===== config.mk =====
export PLATFORM = sky130hd
export DESIGN_NAME = lc3_decode_stage
export DESIGN_NICKNAME = d
export VERILOG_FILES = /design/src/rtl/lc3_decode_pkg.sv /design/src/rtl/lc3_decode_ctrl_lut.sv /design/src/rtl/lc3_decode_stage.sv
export SDC_FILE = /design/constraint.sdc
export NUM_CORES = 1
export LEC_CHECK = 0
export CAP_MARGIN = 25
export CORE_MARGIN = 2
export CORE_UTILIZATION = 38
export DETAILED_ROUTE_END_ITERATION = 8
export GPL_TIMING_DRIVEN = 0
export MAX_ROUTING_LAYER = met4
export PLACE_DENSITY = 0.86
export RECOVER_POWER = 50
export SLEW_MARGIN = 20
export SYNTH_ARGS = -nofsm -noshare
export SYNTH_HDL_FRONTEND = slang
export SYNTH_SLANG_ARGS = --single-unit

===== constraint.sdc =====
create_clock -name clock -period 1.1 [get_ports clock]
set_input_delay 0.22 -clock clock [delete_from_list [all_inputs] [get_ports clock]]
set_output_delay 0.22 -clock clock [all_outputs]
set_load 0.005 [all_outputs]

===== src/rtl/lc3_decode_pkg.sv =====
// lc3_decode_pkg: opcodes, control encodings and E_control layout for the LC3 decode stage
package lc3_decode_pkg;

    typedef enum logic [3:0] {
        OP_BR   = 4'b0000,
        OP_ADD  = 4'b0001,
        OP_LD   = 4'b0010,
        OP_ST   = 4'b0011,
        OP_JSR  = 4'b0100,
        OP_AND  = 4'b0101,
        OP_LDR  = 4'b0110,
        OP_STR  = 4'b0111,
        OP_RTI  = 4'b1000,
        OP_NOT  = 4'b1001,
        OP_LDI  = 4'b1010,
        OP_STI  = 4'b1011,
        OP_JMP  = 4'b1100,
        OP_RES  = 4'b1101,
        OP_LEA  = 4'b1110,
        OP_TRAP = 4'b1111
    } opcode_e;

    localparam logic [1:0] ALU_ADD = 2'b00;
    localparam logic [1:0] ALU_AND = 2'b01;
    localparam logic [1:0] ALU_NOT = 2'b10;

    localparam logic [1:0] PCSEL1_OFF11 = 2'b00;
    localparam logic [1:0] PCSEL1_OFF9  = 2'b01;
    localparam logic [1:0] PCSEL1_OFF6  = 2'b10;
    localparam logic [1:0] PCSEL1_ZERO  = 2'b11;

    localparam logic [1:0] W_ALU = 2'b00;
    localparam logic [1:0] W_MEM = 2'b01;
    localparam logic [1:0] W_PC  = 2'b10;

    typedef struct packed {
        logic [1:0] alu_control;
        logic [1:0] pcselect1;
        logic       pcselect2;
        logic       op2select;
    } e_ctrl_t;

    function automatic logic is_illegal(opcode_e op);
        return op inside {OP_JSR, OP_RTI, OP_RES, OP_TRAP};
    endfunction

endpackage


===== src/rtl/lc3_decode_ctrl_lut.sv =====
// lc3_decode_ctrl_lut: combinational opcode -> {E, W, Mem} control decoder
module lc3_decode_ctrl_lut
    import lc3_decode_pkg::*;
(
    input  opcode_e    op,
    input  logic       imm,
    output e_ctrl_t    e_ctrl,
    output logic [1:0] w_ctrl,
    output logic       mem_ctrl
);

    always_comb begin
        e_ctrl   = '0;
        w_ctrl   = W_ALU;
        mem_ctrl = 1'b0;
        case (op)
            OP_ADD, OP_AND: begin
                e_ctrl.alu_control = (op == OP_AND) ? ALU_AND : ALU_ADD;
                e_ctrl.op2select   = ~imm;
            end
            OP_NOT: e_ctrl.alu_control = ALU_NOT;
            OP_BR, OP_LD, OP_ST, OP_LDI, OP_STI, OP_LEA: begin
                e_ctrl.pcselect1 = PCSEL1_OFF9;
                e_ctrl.pcselect2 = 1'b1;
                w_ctrl           = (op inside {OP_LD, OP_LDI}) ? W_MEM : (op == OP_LEA) ? W_PC : W_ALU;
                mem_ctrl         = op inside {OP_LDI, OP_STI};
            end
            OP_JMP: e_ctrl.pcselect1 = PCSEL1_ZERO;
            OP_LDR, OP_STR: begin
                e_ctrl.pcselect1 = PCSEL1_OFF6;
                w_ctrl           = (op == OP_LDR) ? W_MEM : W_ALU;
            end
            default: ;
        endcase
    end

endmodule


===== src/rtl/lc3_decode_stage.sv =====
// lc3_decode_stage: registered LC3 decode stage; LC3_DECODE_ILLEGAL_CHK_EN adds illegal_op flag
module lc3_decode_stage
    import lc3_decode_pkg::*;
#(
    parameter int DATA_W = 16
) (
    input  logic              clock,
    input  logic              reset,
    input  logic              enable_decode,
    input  logic [DATA_W-1:0] dout,
    input  logic [DATA_W-1:0] npc_in,
    output logic [DATA_W-1:0] IR,
    output logic [DATA_W-1:0] npc_out,
    output logic [5:0]        E_control,
    output logic [1:0]        W_control,
    output logic              Mem_control,
    output logic              decode_valid
`ifdef LC3_DECODE_ILLEGAL_CHK_EN
    ,
    output logic              illegal_op
`endif
);

    if (DATA_W != 16) begin : g_bad_width
        $fatal(1, "lc3_decode_stage supports only DATA_W=16");
    end

    opcode_e    op;
    e_ctrl_t    e_next;
    logic [1:0] w_next;
    logic       mem_next;

    assign op = opcode_e'(dout[15:12]);

    lc3_decode_ctrl_lut u_lut (
        .op       (op),
        .imm      (dout[5]),
        .e_ctrl   (e_next),
        .w_ctrl   (w_next),
        .mem_ctrl (mem_next)
    );

    always_ff @(posedge clock) begin
        if (!reset) begin
            IR           <= '0;
            npc_out      <= '0;
            E_control    <= '0;
            W_control    <= '0;
            Mem_control  <= 1'b0;
            decode_valid <= 1'b0;
        end else begin
            decode_valid <= enable_decode;
            if (enable_decode) begin
                IR          <= dout;
                npc_out     <= npc_in;
                E_control   <= e_next;
                W_control   <= w_next;
                Mem_control <= mem_next;
            end
        end
    end

`ifdef LC3_DECODE_ILLEGAL_CHK_EN
    always_ff @(posedge clock) begin
        if (!reset) illegal_op <= 1'b0;
        else if (enable_decode) illegal_op <= is_illegal(op);
    end
`ifndef SYNTHESIS
`ifdef LC3_DECODE_STRICT
    // Strict simulation mode: an unsupported opcode must never reach execute as valid
    a_no_illegal: assert property (@(posedge clock) disable iff (!reset) !(illegal_op && decode_valid));
`endif
`endif
`endif

endmodule


==> results of run 1 <==
-- area by class of cell --
cell class | instances | area [µm²] | area share [%]
Multi-Input combinational cell | 100 | 759.5 | 29.20
Sequential cell | 42 | 878.3 | 33.77
Tap cell | 52 | 65.06 | 2.501
Buffer | 11 | 88.84 | 3.415
Timing Repair Buffer | 76 | 723.2 | 27.80
Inverter | 1 | 3.754 | 0.1443
Clock buffer | 6 | 82.58 | 3.175
-- cells by family (layout without fill, tap and decap cells) --
family / count (synthesis) / count (layout) / share of synthesized area, %
AOI/OAI and AO/OA: 14 / 14 / 5.490
buffers and inverters: 12 / 94 / 5.266
DFF: 42 / 42 / 49.85
muxes: 33 / 33 / 19.88
and+or+nand+nor: 53 / 53 / 19.51
-- power by group through the flow --
stage	Clock [µW]	Sequential (µW)	Combinational, µW
2_1_floorplan	0	1680	223
3_3_place_gp	0	1670	545
3_5_place_dp	0	1680	555
4_1_cts	996	1650	505
5_1_grt	1080	1670	560
6_report	946	1660	510
-- cells in the final DEF, fill, tap and decap left out, drive strengths merged --
cell type / synthesis / routed
nand2b: 6 / 6
dfxtp: 42 / 42
clkbuf: 4 / 15
nand2: 3 / 3
buf: 7 / 10
clkdlybuf4s15: 0 / 33
and2: 1 / 1
and4bb: 1 / 1
nor2b: 36 / 36
clkdlybuf4s50: 0 / 30
dlymetal6s2s: 0 / 1
o21ai: 2 / 2
o21bai: 1 / 1
a31oi: 1 / 1
nor3b: 1 / 1
mux2: 1 / 1
mux2i: 32 / 32
nand4b: 1 / 1
nand4: 1 / 1
a21boi: 5 / 5
inv: 1 / 1
dlygate4sd2: 0 / 4
nor2: 1 / 1
nand3: 2 / 2
o21a: 1 / 1
a21oi: 4 / 4
-- worst register-to-register path: cells and delay by family (launching register included) --
kind / cells / cell delay [ns]
simple gates: 1 / 0.08
mux: 1 / 0.26
compound gates: 1 / 0.03
flops: 1 / 0.32
-- through the flow --
| step | cell area (µm²) | power, µW | instances | hold WS, ns | TNS (ns) |
|---|---|---|---|---|---|
| after floorplan | 1687 | 1907 | 154 | 0.3617 | 0 |
| after global placement | 2492 | 2219 | 280 | 0.4534 | -11.87 |
| after detailed placement | 2492 | 2232 | 280 | 0.4587 | -12.23 |
| after CTS | 2560 | 3150 | 286 | 0.2475 | 0 |
| after global routing | 2601 | 3303 | 288 | 0.2456 | -0.2482 |
| final | 2601 | 3111 | 288 | 0.2581 | 0 |
-- path summary, 6_finish.rpt --
path | end | cells past startpoint | from | slack, ns
worst min register to register | Mem_control | 2 | Mem_control | 0.47
worst max-delay path | E_control[2] | 1 | E_control[2] | 0.03
worst min-delay path | E_control[1] | 3 | dout[15] | 0.26
worst max register to register | E_control[3] | 3 | E_control[3] | 0.31
-- sequential cells by signal (all words and copies together), names as in the netlist --
name          cells
E_control         6
decode_valid      1
npc_out          16
IR               16
W_control         2
Mem_control       1
-- layer usage --
metal / global-route usage (%) / part of all wire (%) / wire, µm / vias to the layer above
li1: - / - / - / 675
met1: 18.26 / 43 / 1563 / 598
met2: 25.79 / 47 / 1699 / 51
met3: 6.695 / 8.3 / 301 / 3
met4: 3.774 / 1.2 / 45 / 0
met5: - / 0 / 0 / -
-- what timing repair did --
action | 4_1_cts | 5_1_grt
setup buffers | 0 | 2
setup endpoints to repair | 58 | 61
resized for setup | 73 | 52
==> metrics.cfg, run 1 <==
[status]
outcome=complete, no violations

[clock_tree]
postCtsHoldBufs=0
cts_buffer_depth=2
insertion_delay_ns=0.28
cts-root-buf=clkbuf_8
tritoncts=yes
cts_sinks=42
clk_pin_slew_ns=0.07
cts_buffers=5
htree_levels=2

[pwr]
vdd_ir_drop_max_mv=0.7145
power.switching_uw=685.4
p_leak_uw=0.001116
seqPwrFrac_pct=53.2
swShare_pct=22.03
p_int_uw=2426
p_per_area_mw_per_mm2=1196
power_frac_clock_pct=30.4
combPwrFrac_pct=16.4

[floorplan]
die-width_um=70.62
start_util_pct=39.00
fp.dieH_um=70.62
die_area_mm2=0.004987
core-area_mm2=0.004324
rows=24
io_pins=77

[synth]
synth-async-reset-ratio_pct=0
syn-instance-count=154
syn_area_mm2=0.001687
synth_cell_types=27
synth_top_area_share_pct=49.85
synth_edf_count=0
synth_nets=189
ys_seq_area_share_pct=49.85
synth_top_area_cell=dfxtp_1
ys_top_cells_by_area=dfxtp_1 50%, mux2i_1 19%, nor2b_1 13%
ys_ff_latch=42
avgSynthCellArea_um2=10.95
synth_warnings=0
synth.most_common_cell=dfxtp_1
synth_common_cells=42 x dfxtp_1, 36 x nor2b_1, 32 x mux2i_1
synth-main-ff-cell=dfxtp_1

[worst_setup_path]
crit_chain=dlygate4sd2_1
critPathSlowestCell=dfxtp_1
cp.required_ns=0.88
crit_buf_inv=1
cp-start-kind=flip-flop
end_kind=primary output
crit_family=flip-flops
slowest_delay_ns=0.31
cp.arrival_ns=0.85
path_class=flip-flop to primary output
worstPathMaxFanout=2

[drt]
wl_per_cell_um=12.53
dr.pass1.iters=3
drc=0
via_count=1327
drt_iter0_drc=36
wl_um=3610
ant_nets=0
viasPerCell=4.608

[hold_path]
hp-class=primary input to flip-flop

[placed_design]
place_ws_ns=-0.4291
portBuffers=74
globalplace.congestion=0.7221
dp_hpwl_um=2664

[finish]
drive_gt1_share_pct=24.58
n_fill_cell=391
fin_util_pct=60.16
nets=272
n_antenna_cell=0
area_growth_pct=54.23

[timing]
skew_ns=0
fin_crit_sh_pct=97.14
setup_viol=0
period_minus_slack_ns=1.069
grt_setup_unrepaired=yes
hold_viol_final=0
slew_viol_final=0
max_freq_mhz=935.9
maxSlewHeadroom_pct=79.27
worst_pin_slew_ns=0.3110
finalWorstSetupSlack_ns=0.03146

[global_routing]
grt_pass1_vias=1331
grt_max_degree=12
grt_overflow=0
antenna_found_initial=0
globalRouteTotalUtil_pct=15.85
grt_pass1_wl_um=6078

[flow_run]
maxCapViolCount=0

Power figures use the tool's default switching activity.
==> run 2: changes to the inputs <==
--- a/config.mk
+++ b/config.mk
@@ -11,7 +11,7 @@
 export DETAILED_ROUTE_END_ITERATION = 8
 export GPL_TIMING_DRIVEN = 0
 export MAX_ROUTING_LAYER = met4
-export PLACE_DENSITY = 0.86
+export PLACE_DENSITY_LB_ADDON = 0.15
 export RECOVER_POWER = 50
 export SLEW_MARGIN = 20
 export SYNTH_ARGS = -nofsm -noshare
==> run 2 against run 1 <==
Cell area increased by 0.77%. Via count increased by 0.60%. Combinational power grew 0.8%. Critical endpoint is now IR[0]. Largest cell class unchanged. Highest routed layer unchanged.
==> metrics.cfg, run 2 (synthesis results as in run 1) <==
[status]
outcome=complete, no violations

[worst_setup_path]
cp-start-kind=flip-flop
crit_chain=clkdlybuf4s15_1
path_class=flip-flop to primary output
cp.required_ns=0.88  ; about the same
cp.arrival_ns=0.84  ; about the same
timing.rr.start=E_control[3]
critPathSlowestCell=dfxtp_2
crit_family=flip-flops
critPathLaunch=IR[0]
crit_buf_inv=1  ; unchanged
worstPathMaxFanout=2  ; unchanged
end_kind=primary output
slowest_delay_ns=0.34  ; +0.03 ns

[floorplan]
start_util_pct=39.00  ; unchanged
die-width_um=70.62  ; unchanged
core-area_mm2=0.004324  ; unchanged
io_pins=77  ; unchanged
fp.dieH_um=70.62  ; unchanged
rows=24  ; unchanged
die_area_mm2=0.004987  ; unchanged

[pwr]
swShare_pct=22.81  ; +0.78 points
p_leak_uw=0.001106  ; -0.90%
power_frac_clock_pct=31.8  ; +1.4 points
p_per_area_mw_per_mm2=1212  ; +1.3%
vdd_ir_drop_max_mv=0.7278  ; +1.9%
p_int_uw=2453  ; +1.1%
power.switching_uw=724.9  ; +5.8%
seqPwrFrac_pct=52.1  ; -1.1 points
combPwrFrac_pct=16.2  ; -0.2 points

[timing]
skew_ns=0  ; unchanged
hold_viol_final=0  ; unchanged
grt_setup_unrepaired=no
fin_crit_sh_pct=96.19  ; -0.95 points
period_minus_slack_ns=1.058  ; -0.01044 ns
slew_viol_final=0  ; unchanged
worst_pin_slew_ns=0.2903  ; -0.02070 ns
setup_viol=0  ; unchanged
max_freq_mhz=945.1  ; +0.99%
maxSlewHeadroom_pct=80.59  ; +1.3 points

[finish]
n_fill_cell=395  ; +1.0%
finalNonFillerCells=290  ; +0.69%
area_growth_pct=55.42
nets=272  ; unchanged
drive_gt1_share_pct=23.11  ; -1.5 points
final_area_mm2=0.002621  ; +0.77%
largestRegisters=IR (16), npc_out (16), E_control (6)
n_antenna_cell=0  ; unchanged
final_cell_mix=37 x clkdlybuf4s15_1, 36 x nor2b_1, 32 x dfxtp_2, 32 x mux2i_1, 30 x clkdlybuf4s50_1
layout_commonest_cell=clkdlybuf4s15_1

[drt]
drt_iter0_drc=62  ; +72%
dr.pass1.iters=4  ; +1
via_count=1335  ; +0.60%
ant_nets=0  ; unchanged
viasPerCell=4.603  ; about the same
wl_um=3618  ; +0.22%
wl_per_cell_um=12.48  ; -0.47%
drc=0  ; unchanged

[global_routing]
grt_pass1_vias=1286  ; -3.4%
antenna_found_initial=0  ; unchanged
grt_overflow=0  ; unchanged
grt_max_degree=13  ; +1
grt_pass1_wl_um=5927  ; -2.5%
globalRouteTotalUtil_pct=15.56  ; -0.30 points

[flow_run]
maxCapViolCount=0  ; unchanged

[clock_tree]
cts_sinks=42  ; unchanged
insertion_delay_ns=0.29  ; about the same
tritoncts=yes
cts_buffers=5  ; unchanged
clk_pin_slew_ns=0.08  ; about the same
cts-root-buf=clkbuf_8
cts_buffer_depth=2  ; unchanged
htree_levels=2  ; unchanged
postCtsHoldBufs=0  ; unchanged

[hold_path]
hp-class=primary input to flip-flop
hold_start=dout[15]

[placed_design]
dp_hpwl_um=2564  ; -3.7%
place_area_mm2=0.002492  ; unchanged
dp_cells=280  ; unchanged
globalplace.congestion=0.7465  ; +3.4%
portBuffers=74  ; unchanged

==> run 2: cell types whose count changed in the layout (fill, tap and decap cells not counted), sizes merged <==
cell,before,now
buf,10,9
dlygate4sd2,4,2
clkdlybuf4s15,33,37
clkinv,0,1
==> run 2: final cells by class <==
| type | instances | area (µm²) | share of cell area [%] |
|---|---|---|---|
| tap | 52 | 65.06 | 2.482 |
| sequential | 42 | 880.8 | 33.60 |
| clock buffer | 7 | 86.33 | 3.294 |
| multi-input combinational | 100 | 757.0 | 28.88 |
| inverter | 1 | 3.754 | 0.1432 |
| buffer | 11 | 92.59 | 3.532 |
| timing repair buffer | 76 | 730.7 | 27.88 |
| clock inverter | 1 | 5.005 | 0.1909 |
==> run 2: final timing paths <==
path / slack, ns / end / cells past startpoint
setup / recovery: 0.04 / IR[0] / 1
setup reg to reg: 0.31 / E_control[3] / 3
hold reg to reg: 0.47 / W_control[0] / 2
hold / removal: 0.25 / E_control[1] / 3
==> run 2: per-layer routing <==
| metal | track usage (%) | wire length (µm) |
|---|---|---|
| met5 | - | 0 |
| met4 | 6.289 | 55 |
| met2 | 24.21 | 1692 |
| met3 | 5.556 | 274 |
| met1 | 18.38 | 1595 |
==> run 2: timing repair <==
item	CTS	global route
endpoints found under the setup margin	53	55
hold endpoints to repair	0	0
buffers inserted	1	1
resized for setup	84	46
gates cloned	0	0
==> run 2: per-stage QoR <==
stage          worst slack [ns]  utilization [%]  power (µW)  TNS (ns)  hold WS, ns
2_1_floorplan            0.1391                -        1907         0       0.3617
3_3_place_gp            -0.4516            57.64        2226    -12.47       0.4555
3_5_place_dp            -0.4600            57.64        2232    -12.46       0.4574
4_1_cts              0.00007522            59.87        3224         0       0.2478
5_1_grt               0.0005552            60.62        3350         0       0.2729
6_report                0.04190            60.62        3178         0       0.2530
==> run 2: power by group through the flow <==
stage	sequential, µW	combinational (µW)	clock (µW)
3_3_place_gp	1680	551	0
5_1_grt	1670	560	1120
4_1_cts	1650	512	1060
6_report	1650	514	1010
3_5_place_dp	1680	555	0
2_1_floorplan	1680	223	0
==> run 3: changes to the inputs <==
--- a/config.mk
+++ b/config.mk
@@ -6,8 +6,10 @@
 export NUM_CORES = 1
 export LEC_CHECK = 0
 export CAP_MARGIN = 25
+export CELL_PAD_IN_SITES_DETAIL_PLACEMENT = 1
+export CELL_PAD_IN_SITES_GLOBAL_PLACEMENT = 2
 export CORE_MARGIN = 2
-export CORE_UTILIZATION = 38
+export CORE_UTILIZATION = 24
 export DETAILED_ROUTE_END_ITERATION = 8
 export GPL_TIMING_DRIVEN = 0
 export MAX_ROUTING_LAYER = met4
==> run 3 against run 2 <==
Non-clock buffer count rose by 1. Worst hold slack improved by 0.023 ns. Critical path depth did not move. Combinational power barely moved. Clock-buffer cell count fell by 1. Cell area rose by 0.38%. Clock power barely moved. Sequential cell count did not move. Sequential share of layout area fell by 0.27 points.
==> metrics.cfg, run 3 (synthesis results as in run 1) <==
[status]
outcome=complete, no violations

[worst_setup_path]
critPathSlowestCell=dfxtp_1
cp-start-kind=flip-flop
reg2reg_to=E_control[3]
ff2ff_path_depth=3  ; unchanged
slowest_delay_ns=0.33  ; about the same
end_kind=primary output
cp.required_ns=0.88  ; about the same
cp.arrival_ns=0.83  ; about the same
crit_buf_inv=1  ; unchanged
path_class=flip-flop to primary output
crit_chain=clkdlybuf4s15_1
timing.rr.start=E_control[3]
crit_family=flip-flops
r2r_setup_slack_ns=0.30  ; about the same
worstPathMaxFanout=2  ; unchanged

[drt]
wl_um=4260  ; +18%
wl_per_cell_um=12.79  ; +2.5%
drt_iter0_drc=21  ; -66%
dr.pass1.iters=3  ; -1
viasPerCell=4.114  ; -11%
ant_nets=0  ; unchanged
drc=0  ; unchanged
via_count=1370  ; +2.6%

[floorplan]
core-area_mm2=0.006794  ; +57%
die-width_um=87.83  ; +24%
rows=30  ; +25%
fp.dieH_um=87.83  ; +24%
start_util_pct=24.83  ; -14 points
io_pins=77  ; unchanged
die_area_mm2=0.007714  ; +55%

[placed_design]
globalplace.congestion=0.6623  ; -11%
place_ws_ns=-0.5509  ; -0.09089 ns
dp_hpwl_um=3034  ; +18%
portBuffers=74  ; unchanged

[clock_tree]
clk_pin_slew_ns=0.08  ; about the same
cts-root-buf=clkbuf_8
insertion_delay_ns=0.29  ; about the same
htree_levels=2  ; unchanged
postCtsHoldBufs=0  ; unchanged
cts_buffer_depth=2  ; unchanged
cts_sinks=42  ; unchanged
tritoncts=yes
cts_buffers=5  ; unchanged

[hold_path]
hold_start=dout[15]
min_to=E_control[1]
hp-class=primary input to flip-flop
hold_depth=3  ; unchanged

[finish]
largestRegisters=IR (16), npc_out (16), E_control (6)
final_cell_mix=36 x nor2b_1, 32 x mux2i_1, 31 x clkdlybuf4s15_1
nets=273  ; +0.37%
area_growth_pct=56.01
n_antenna_cell=0  ; unchanged
n_fill_cell=776  ; +96%
layout_commonest_cell=nor2b_1
drive_gt1_share_pct=24.89  ; +1.8 points

[timing]
finalWorstSetupSlack_ns=0.05399  ; +0.01209 ns
worst_hold_slack_ns=0.2760  ; +0.02299 ns
max_freq_mhz=956.0  ; +1.2%
hold_viol_final=0  ; unchanged
period_minus_slack_ns=1.046  ; -0.01209 ns
setup_tns_ns=0  ; unchanged
maxSlewHeadroom_pct=71.61  ; -9.0 points
fin_crit_sh_pct=95.09  ; -1.1 points
slew_viol_final=0  ; unchanged
setup_viol=0  ; unchanged
skew_ns=0  ; unchanged
grt_setup_unrepaired=no
worst_pin_slew_ns=0.4258  ; +0.1356 ns

[pwr]
power.switching_uw=736.3  ; +1.6%
power_frac_clock_pct=31.4  ; -0.4 points
p_int_uw=2419  ; -1.4%
seqPwrFrac_pct=52.4  ; +0.3 points
p_per_area_mw_per_mm2=1199  ; -1.1%
p_leak_uw=0.001109  ; +0.23%
swShare_pct=23.34  ; +0.52 points
vdd_ir_drop_max_mv=0.4081  ; -44%
combPwrFrac_pct=16.2  ; about the same

[global_routing]
grt_overflow=0  ; unchanged
grt_pass1_vias=1293  ; +0.54%
grt_max_degree=12  ; -1
antenna_found_initial=0  ; unchanged
globalRouteTotalUtil_pct=11.44  ; -4.1 points
grt_pass1_wl_um=6444  ; +8.7%

[flow_run]
maxCapViolCount=0  ; unchanged

-- run 3: cell count changes in the layout (fill, tap and decap cells not counted), moves of 2 or more --
cell / delta
a21boi_0: +3
a21boi_1: -3
clkbuf_2: +8
clkdlybuf4s15_1: -6
clkdlybuf4s50_1: -2
dfxtp_1: +3
dfxtp_2: -3
-- run 3: per-stage QoR --
step                      utilization [%]  total power (µW)  cell area (µm²)  instances
after detailed placement            37.50              2244             2547        324
after CTS                           38.62              3210             2624        330
after floorplan                         -              1907             1687        154
after global placement              37.50              2242             2547        324
final                               38.73              3155             2631        333
after global routing                38.73              3325             2631        333
-- run 3: worst max-delay path by stage --
stage | slack (ns) | start | depth (start not counted) | to
global route | 0.002 | npc_out[5] | 1 | npc_out[5]
finish | 0.05 | IR[12] | 1 | IR[12]
floorplan | 0.14 | enable_decode | 5 | E_control[3]
detailed placement | -0.55 | reset | 4 | E_control[2]
CTS | 0.0008 | IR[2] | 1 | IR[2]
global placement | -0.55 | reset | 4 | E_control[2]
-- run 3: repair_timing --
action,in CTS,in global routing
pin swaps,0,0
endpoints found under the hold margin,0,0
resized for setup,80,55
setup endpoints to repair,82,40
setup buffers,0,3
-- run 3: area by class of cell --
class | instances | area, µm² | area share (%)
flip-flops and latches | 42 | 877.1 | 33.33
well taps | 96 | 120.1 | 4.565
inverters | 1 | 3.754 | 0.1427
multi-input cells | 100 | 757.0 | 28.77
repair buffers | 77 | 705.7 | 26.82
plain buffers | 11 | 85.08 | 3.233
clock buffers | 6 | 82.58 | 3.138
-- run 3: power by group through the flow --
stage | logic, µW | registers (µW) | clock network, µW
3_5_place_dp | 566 | 1680 | 0
6_report | 512 | 1650 | 990
5_1_grt | 562 | 1660 | 1100
3_3_place_gp | 565 | 1680 | 0
4_1_cts | 522 | 1650 | 1040
2_1_floorplan | 223 | 1680 | 0
-- run 3: per-layer routing --
metal  global-route usage, %  vias to the layer above  routed length, µm
met5                       -                        -                  0
met4                   3.357                        0                 57
met3                   4.147                        6                262
met2                   17.63                       45               1944
met1                   14.05                      644               1996
li1                        -                      675                  -
